--- config.mk ---
export PLATFORM = sky130hd
export DESIGN_NAME = dm_arbiter
export DESIGN_NICKNAME = d
export VERILOG_FILES = /design/src/rtl/dm_arbiter.sv
export SDC_FILE = /design/constraint.sdc
export NUM_CORES = 1
export LEC_CHECK = 0
export CAP_MARGIN = 0
export CORE_ASPECT_RATIO = 0.75
export CORE_MARGIN = 10
export CORE_UTILIZATION = 35
export DETAILED_ROUTE_END_ITERATION = 10
export PLACE_DENSITY = 0.85
export SLEW_MARGIN = 0
export SYNTH_ARGS = -nofsm -noshare
export SYNTH_HDL_FRONTEND = slang
export SYNTH_SLANG_ARGS = --single-unit
export TNS_END_PERCENT = 50
--- constraint.sdc ---
create_clock -name clk -period 3.25 [get_ports clk]
set_input_delay 0.975 -clock clk [delete_from_list [all_inputs] [get_ports clk]]
set_output_delay 0.975 -clock clk [all_outputs]
set_load 0.02 [all_outputs]
--- src/rtl/dm_arbiter.sv ---
// Two-port round-robin arbiter sharing one synchronous data memory (1-cycle read
// latency) between the core (port 0) and a secondary requester (port 1).
module dm_arbiter #(
  parameter int ADDR_W = 12,
  parameter int DATA_W = 17
) (
  input  logic              clk,
  input  logic              rst,
  input  logic              req0,
  input  logic              req1,
  input  logic              we0,
  input  logic              we1,
  input  logic [ADDR_W-1:0] addr0,
  input  logic [ADDR_W-1:0] addr1,
  input  logic [DATA_W-1:0] wdata0,
  input  logic [DATA_W-1:0] wdata1,
  output logic              gnt0,
  output logic              gnt1,
  output logic              done0,
  output logic              done1,
  output logic [DATA_W-1:0] rdata,
  output logic              busy,
  output logic              mem_we,
  output logic [ADDR_W-1:0] mem_addr,
  output logic [DATA_W-1:0] mem_wdata,
  input  logic [DATA_W-1:0] mem_rdata
);

  typedef enum logic [1:0] {
    IDLE   = 2'd0,
    ACCESS = 2'd1,
    RESP   = 2'd2
  } state_e;

  state_e              state_q, state_d;
  logic                owner_q, owner_d;
  logic                last_q, last_d;
  logic                gnt0_q, gnt0_d;
  logic                gnt1_q, gnt1_d;
  logic                done0_q, done0_d;
  logic                done1_q, done1_d;
  logic                busy_q, busy_d;
  logic                mem_we_q, mem_we_d;
  logic [ADDR_W-1:0]   mem_addr_q, mem_addr_d;
  logic [DATA_W-1:0]   mem_wdata_q, mem_wdata_d;
  logic                winner;

  // On a tie the port not served last wins; otherwise the lone requester wins.
  assign winner = (req0 && req1) ? ~last_q : req1;

  always_comb begin
    // NOTE: every signal gets a default before the case so no path leaves it
    // unassigned, which would otherwise infer a latch.
    state_d     = state_q;
    owner_d     = owner_q;
    last_d      = last_q;
    gnt0_d      = 1'b0;
    gnt1_d      = 1'b0;
    done0_d     = 1'b0;
    done1_d     = 1'b0;
    busy_d      = 1'b0;
    mem_we_d    = 1'b0;
    mem_addr_d  = mem_addr_q;
    mem_wdata_d = mem_wdata_q;

    unique case (state_q)
      IDLE: begin
        if (req0 || req1) begin
          state_d     = ACCESS;
          owner_d     = winner;
          last_d      = winner;
          gnt0_d      = ~winner;
          gnt1_d      = winner;
          busy_d      = 1'b1;
          mem_we_d    = winner ? we1 : we0;
          mem_addr_d  = winner ? addr1 : addr0;
          mem_wdata_d = winner ? wdata1 : wdata0;
        end
      end
      ACCESS: begin
        state_d = RESP;
        done0_d = ~owner_q;
        done1_d = owner_q;
        busy_d  = 1'b1;
      end
      RESP: begin
        state_d = IDLE;
      end
      default: begin
        state_d = IDLE;
      end
    endcase
  end

  // NOTE: sequential state uses non-blocking assignments so every flop samples
  // its pre-edge inputs regardless of statement order.
  always_ff @(posedge clk) begin
    if (rst) begin
      state_q     <= IDLE;
      owner_q     <= 1'b0;
      last_q      <= 1'b1;
      gnt0_q      <= 1'b0;
      gnt1_q      <= 1'b0;
      done0_q     <= 1'b0;
      done1_q     <= 1'b0;
      busy_q      <= 1'b0;
      mem_we_q    <= 1'b0;
      mem_addr_q  <= '0;
      mem_wdata_q <= '0;
    end else begin
      state_q     <= state_d;
      owner_q     <= owner_d;
      last_q      <= last_d;
      gnt0_q      <= gnt0_d;
      gnt1_q      <= gnt1_d;
      done0_q     <= done0_d;
      done1_q     <= done1_d;
      busy_q      <= busy_d;
      mem_we_q    <= mem_we_d;
      mem_addr_q  <= mem_addr_d;
      mem_wdata_q <= mem_wdata_d;
    end
  end

  assign gnt0      = gnt0_q;
  assign gnt1      = gnt1_q;
  assign done0     = done0_q;
  assign done1     = done1_q;
  assign busy      = busy_q;
  assign mem_we    = mem_we_q;
  assign mem_addr  = mem_addr_q;
  assign mem_wdata = mem_wdata_q;
  // Memory output is already valid during RESP, so read data is passed straight through.
  assign rdata     = mem_rdata;

endmodule
-- After elaboration in Yosys (flattened, before gate mapping)
Index checks and enable logic that the tools add are counted.
- register bits: 39
- word-level logic and storage cells: 33
- equality and inequality tests: 2
- multiplexer cells: 8
- bitwise logic cells: 6
- reduce and logical (&&, ||, !) cells: 6
- operators with widths (kind ; count):
    two-way mux 17 bit ; 1
    two-way mux 12 bit ; 1
    inverter 1 bit ; 6
    case mux 2 bit (2 select lines) ; 1
    two-way mux 1 bit ; 3
    OR reduction 3 bit ; 1
    == test 2 x 1 -> 1 bit, second input constant ; 1
    zero test 2 bit ; 1
    two-way mux 2 bit ; 1
    != test 2 bit, second input constant ; 1
    case mux 1 bit (2 select lines) ; 1
    AND reduction 2 bit ; 1
    OR reduction 2 bit ; 1
    logical AND 1 bit ; 1
    logical OR 1 bit ; 1

-- Logic depth before layout (Yosys ltp)
Gate-level depths: netlist of the first run.
- depth in word-level cells: 3
- mapped depth: 4
- gate-level depth less buffers: 3

-- Worst setup path after synthesis of the first run
No wires, ideal clock.
- path kind: input port to output port
- start point: input mem_rdata[0]
- end point: output rdata[0]
- arrival: 1.109 ns
- slack: 1.166 ns
- cell stages on the path: 1
- buffers on the path: 1
- cell sequence: buf_4
- RTL lines (item ; RTL line ; source):
    from (decl) ; 26 ; input logic [DATA_W-1:0] mem_rdata
    to (decl) ; 21 ; output logic [DATA_W-1:0] rdata,
No word-level cell between the ends.

==> metrics.txt, run 1 <==
Seq/Total Area, Yosys=0.473; GRT met1 Usage=0.147; post-synthesis instance total=163; Num CTS Buffers=5; largest net degree at the start of global routing=23; Crit path max-delay family=simple AND/OR/NAND/NOR gates; number of top-level pins=133; post-route setup TNS=0 ps; fin util=0.594; synthesized cell area=0.00165 sq mm; Routed Antenna Nets=0; synth warn=0; Clk Latency, worst-skew pair=290 ps; syn_area_per_cell=between 10 and 15 sq um; post-synthesis async set-or-reset flop share=0; CP required=3460 ps; Final GP Congestion=0.719; row count=21; Yosys cell types=25; clock sink count=39; # nets final=326; drt wl/cell=approximately 17 um; Root Buffer=clkbuf_8; CTS tree=done; unrepaired setup endpoints after global routing=no; cts hold-fix bufs=0; first-pass GRT wire length=8070 um; met3 Resource Use GR=0.0744; VDD IR max=285 uV; Fin. Hold Viols=0; number of synthesized flops with an enable pin=0; H-Tree Depth=2; cell count along the critical path=4; GR Util All Layers=0.125; global route hottest layer=met2; number of port buffers=between 90 and 100; CP Cell Sequence=clkdlybuf4s50_1, or3_4, nand2b_1, o2bb2ai_1; initial antenna violation count=0; CP max FO=22; Final Critical Period=between 2000 and 2500 ps; Overflow after GRT=0; met2 usage=0.185; most used flip-flop cell after synthesis=dfxtp_1; Core Area=0.00452 sq mm; Startpoint Class=primary input; Fillers=399; status=complete, no violations; Power Density=~500 mW/mm^2; HPWL after DPL=~4000 um; final instance area=around 0.0027 sq mm; Max stage delay on crit path=approximately 480 ps; Layout area overhead=62.7%; Hold Path Depth=1; Synth area leaders=dfxtp_1 (47%), a221o_1 (12%), buf_4 (7.7%); Slew Limit Fails=0; worst hold-check path type=reg -> reg; Setup Crit Path Kind=in -> reg; # DRC=0; final setup skew=8.88 ps; vias in the first global route=about 1600; Vias/cell=4.79; nature of the critical path endpoint=flop; Register Area=781 sq um; diode count=0; Max clock buf depth=2; CP max stage cell=or3_4; height of the die=79.4 um; multi-input combinational cell area=597 sq um; FF-to-FF path depth=3; count leader, synth=dfxtp_1; top post-synthesis cells by count=dfxtp_1 (39), inv_1 (21), a221o_1 (19), nor3_1 (19), buf_4 (17); flops & latches, synth=39; 1st-pass router iterations=4; Die W=99.3 um; post-CTS sizing=0; WL final=5100 um; area share of the largest cell type after synthesis=0.473; Mapped Nets=244; max frequency=~0.43 GHz; worst slew pin tran=474 ps; Iteration-0 DRC Markers=26; post-CTS setup buffers=0; Leak=0.00112 uW; total vias in the final route=1450; total power=1340 uW; CP bufs+invs=1; Setup violations, final=0; worst-case headroom to the max-slew limit=0.684; share of layout cells above drive strength 1=0.0732; Die Area=0.00789 sq mm; critical path arrival=2550 ps; DP Area=approximately 0.0025 sq mm; fin crit share=0.721; leading area contributor after synthesis=dfxtp_1; clk slew on worst S/H paths=80 ps; initial core utilization=0.365; Max-Cap Viols=0
[metal layers]
| metal | routed length [um] | vias to the layer above |
|---|---|---|
| met5 | 0 | - |
| met4 | 74 | 0 |
| met3 | 605 | 13 |
| met2 | 2200 | 71 |
| met1 | 2220 | 647 |
| li1 | - | 719 |
[sequential cells by signal, indices dropped and copies added (netlist names)]
signal,count
mem_we,1
busy,1
state_q,2
gnt1,1
mem_wdata,17
last_q,1
done1,1
mem_addr,12
owner_q,1
gnt0,1
done0,1
[cell usage in the layout (no fill, tap or decap)]
cell type	instances
a21o_1	1
a22o_1	1
buf_4	5
dfxtp_1	39
bufinv_16	2
nor2_1	2
or2_1	1
and2_1	1
nand2b_1	1
mux2i_1	10
nor3_1	19
inv_2	1
a21oi_2	1
clkbuf_8	5
a21oi_1	1
nor2b_1	1
a211oi_4	1
inv_1	21
nor2_2	1
clkdlybuf4s50_1	98
a21bo_2	1
or3_4	1
o2bb2ai_1	10
clkbuf_1	1
o21a_1	1
a221o_1	19
and3_1	1
[where the power goes]
| group | total [uW] | switching, uW | internal, uW |
|---|---|---|---|
| logic | 324 | 143 | 181 |
| registers | 548 | 24.6 | 524 |
| clock network | 472 | 165 | 307 |
[cell type report]
cell class / instances / share of cell area
clock buffers: 6 / 0.0271
clock inverters: 2 / 0.0224
inverters: 22 / 0.0308
multi-input cells: 74 / 0.222
flip-flops and latches: 39 / 0.291
well taps: 57 / 0.0266
repair buffers: 103 / 0.380
[cells by family after synthesis]
| logic type | Yosys count | synth area share |
|---|---|---|
| simple gates | 28 | 0.0918 |
| flops | 39 | 0.473 |
| compound gates | 36 | 0.207 |
| buf+inv | 50 | 0.167 |
| mux | 10 | 0.0607 |
[worst paths after layout]
| check | start | endpoint | slack, ps |
|---|---|---|---|
| worst max register to register | state_q[1]$_SDFFE_PP0P_ | mem_wdata[2]$_SDFFE_PP0N_ | 1670 |
| worst min register to register | owner_q$_SDFFE_PP0N_ | done0$_SDFF_PP0_ | 450 |
| worst min-delay path | owner_q$_SDFFE_PP0N_ | done0$_SDFF_PP0_ | 450 |
| worst max-delay path | rst | mem_wdata[2]$_SDFFE_PP0N_ | 910 |
[through the flow]
stage | hold WS [ps] | setup WS [ps] | std cells
after floorplan | 406 | 1170 | 163
after CTS | 448 | 895 | 303
final | 449 | 908 | 303
after global routing | 488 | 776 | 303
after global placement | 430 | 649 | 295
after detailed placement | 437 | 604 | 295
Power figures use the tool's default switching activity.
==> inputs of run 2 (changes only) <==
CORE_UTILIZATION = 29   (was 35)
PLACE_DENSITY = 0.75   (was 0.85)
clock period = 2 ns   (was 3.25 ns; I/O delays follow)
==> run 2 against run 1 <==
Non-clock buffer count increased by 4. Clock power increased by 11%. Count of clock-buffer cells in the layout unchanged. Wire length decreased by 1.4%. First-iteration DRC count up 62%. Global-route usage down 2.3 points. Highest routed layer unchanged.
==> metrics.txt, run 2 (synthesis gave the netlist of run 1 again) <==
Combinational Power Share=0.279; met2 WL=around 2100 um; met3 WL=669 um; switching power=529 uW; switching part of the total=0.270; GR Util All Layers=0.103; post-CTS setup buffers=0; final setup skew=3.12 ps; Sequential Power Share=0.453; clock sink count=39; # nets final=330; CP max FO=2; VDD IR max=358 uV; CP required=between 1000 and 1500 ps; Final Critical Period=1850 ps; Worst R2R End=mem_wdata[9]$_SDFFE_PP0N_; Hold Path Sink=done0$_SDFF_PP0_; nature of the critical path endpoint=output pin; critical path arrival=1250 ps; Setup violations, final=0; Hold Path Origin=owner_q$_SDFFE_PP0N_; FF-to-FF path depth=4; Fillers=504; most common cell after layout, fill and taps aside=clkdlybuf4s50_1; initial antenna violation count=0; Vias/cell=4.48; Hold Path Depth=1; Overflow after GRT=0; clk slew on worst S/H paths=70 ps; worst-case headroom to the max-slew limit=0.739; H-Tree Depth=2; Startpoint Class=flop; WL final=approximately 5000 um; max FFs per register=17; Crit path max-delay family=buffers and inverters; 1st-pass router iterations=4; largest net degree at the start of global routing=23; vias in the first global route=1504; Iteration-0 DRC Markers=42; diode count=0; HPWL after DPL=3880 um; fin crit share=0.927; height of the die=85.3 um; worst hold-check path type=reg -> reg; total power=between 1500 and 2000 uW; Setup Crit Path Kind=reg -> out; Layout area overhead=65.4%; highest-count cells in the layout ignoring fill and taps=clkdlybuf4s50_1 (98), dfxtp_1 (39), inv_1 (21), nor3_1 (19), a221o_1 (19); top routing layer in use=met4; worst slew pin tran=391 ps; Worst R2R Setup Slack=620 ps; Max stage delay on crit path=630 ps; first-pass GRT wire length=7630 um; Leak=0.00114 uW; Power Density=720 mW/mm^2; post-CTS sizing=0; Die W=~110 um; Num CTS Buffers=5; clock share of power=0.267; share of layout cells above drive strength 1=0.0884; Int Power=1430 uW; RR Startpoint=state_q[1]$_SDFFE_PP0P_; # DRC=0; Max-Cap Viols=0; Die Area=0.00913 sq mm; Fin. Hold Viols=0; CP max stage cell=clkdlybuf4s50_1; total vias in the final route=approximately 1500; number of port buffers=98; Root Buffer=clkbuf_8; initial core utilization=0.303; Core Area=roughly 0.0054 sq mm; Post-Place Cells=317; Met1 Wirelength=2250 um; max frequency=0.539 GHz; CTS tree=done; Max clock buf depth=2; cts hold-fix bufs=0; Clk Latency, worst-skew pair=280 ps; status=complete, no violations; drt wl/cell=15.5 um; final non-filler cell total=324; unrepaired setup endpoints after global routing=no; Routed Antenna Nets=0; CP Cell Sequence=clkdlybuf4s50_1; row count=23; CP bufs+invs=1; number of top-level pins=about 130; Slew Limit Fails=0; Final GP Congestion=just over 0.7
## run 2: cell types whose count changed in the layout (fill, tap and decap cells not counted), sizes merged
| cell | delta |
|---|---|
| buf | +4 |
| bufinv | -2 |
| clkinv | +1 |
## run 2: power groups by stage
stage               registers (uW)  clock network (uW)  logic, uW
floorplan                      985                   0        204
global placement               904                   0        550
detailed placement             905                   0        556
CTS                            889                 551        558
global route                   898                 582        585
finish                         890                 525        548
## run 2: through the flow
stage | utilization | setup slack [ps] | TNS, ps | instance area [sq um] | hold slack, ps
2_1_floorplan | - | 478 | 0 | 1650 | 406
3_3_place_gp | 0.485 | -10.2 | -88.8 | 2640 | 430
3_5_place_dp | 0.485 | -64.6 | -980 | 2640 | 439
4_1_cts | 0.501 | 131 | 0 | 2730 | 449
5_1_grt | 0.501 | 77.3 | 0 | 2730 | 478
6_report | 0.501 | 146 | 0 | 2730 | 451
## run 2: layout make-up
type	count	area (sq um)	share of cell area
Multi-Input combinational cell	74	597	0.219
Inverter	22	82.6	0.0303
Sequential cell	39	781	0.286
Timing Repair Buffer	107	1090	0.398
Clock inverter	1	5.00	0.00183
Clock buffer	6	82.6	0.0303
Tap cell	75	93.8	0.0344
## run 2: worst max-delay path by stage
stage                                from                        end  slack [ps]  depth (start not counted)
2_1_floorplan                         rst   mem_addr[0]$_SDFFE_PP0N_         480                          4
3_3_place_gp                         req0  mem_addr[11]$_SDFFE_PP0N_         -10                          5
3_5_place_dp                          rst  mem_wdata[1]$_SDFFE_PP0N_         -60                          4
4_1_cts        mem_wdata[16]$_SDFFE_PP0N_              mem_wdata[16]         130                          1
5_1_grt        mem_wdata[16]$_SDFFE_PP0N_              mem_wdata[16]          80                          1
6_report        mem_wdata[7]$_SDFFE_PP0N_               mem_wdata[7]         150                          1
## run 2: layer usage
| metal | vias up | GRT usage |
|---|---|---|
| li1 | 730 | - |
| met1 | 640 | 0.128 |
| met2 | 78 | 0.145 |
| met3 | 4 | 0.0597 |
| met4 | 0 | 0.0294 |
| met5 | - | 0 |
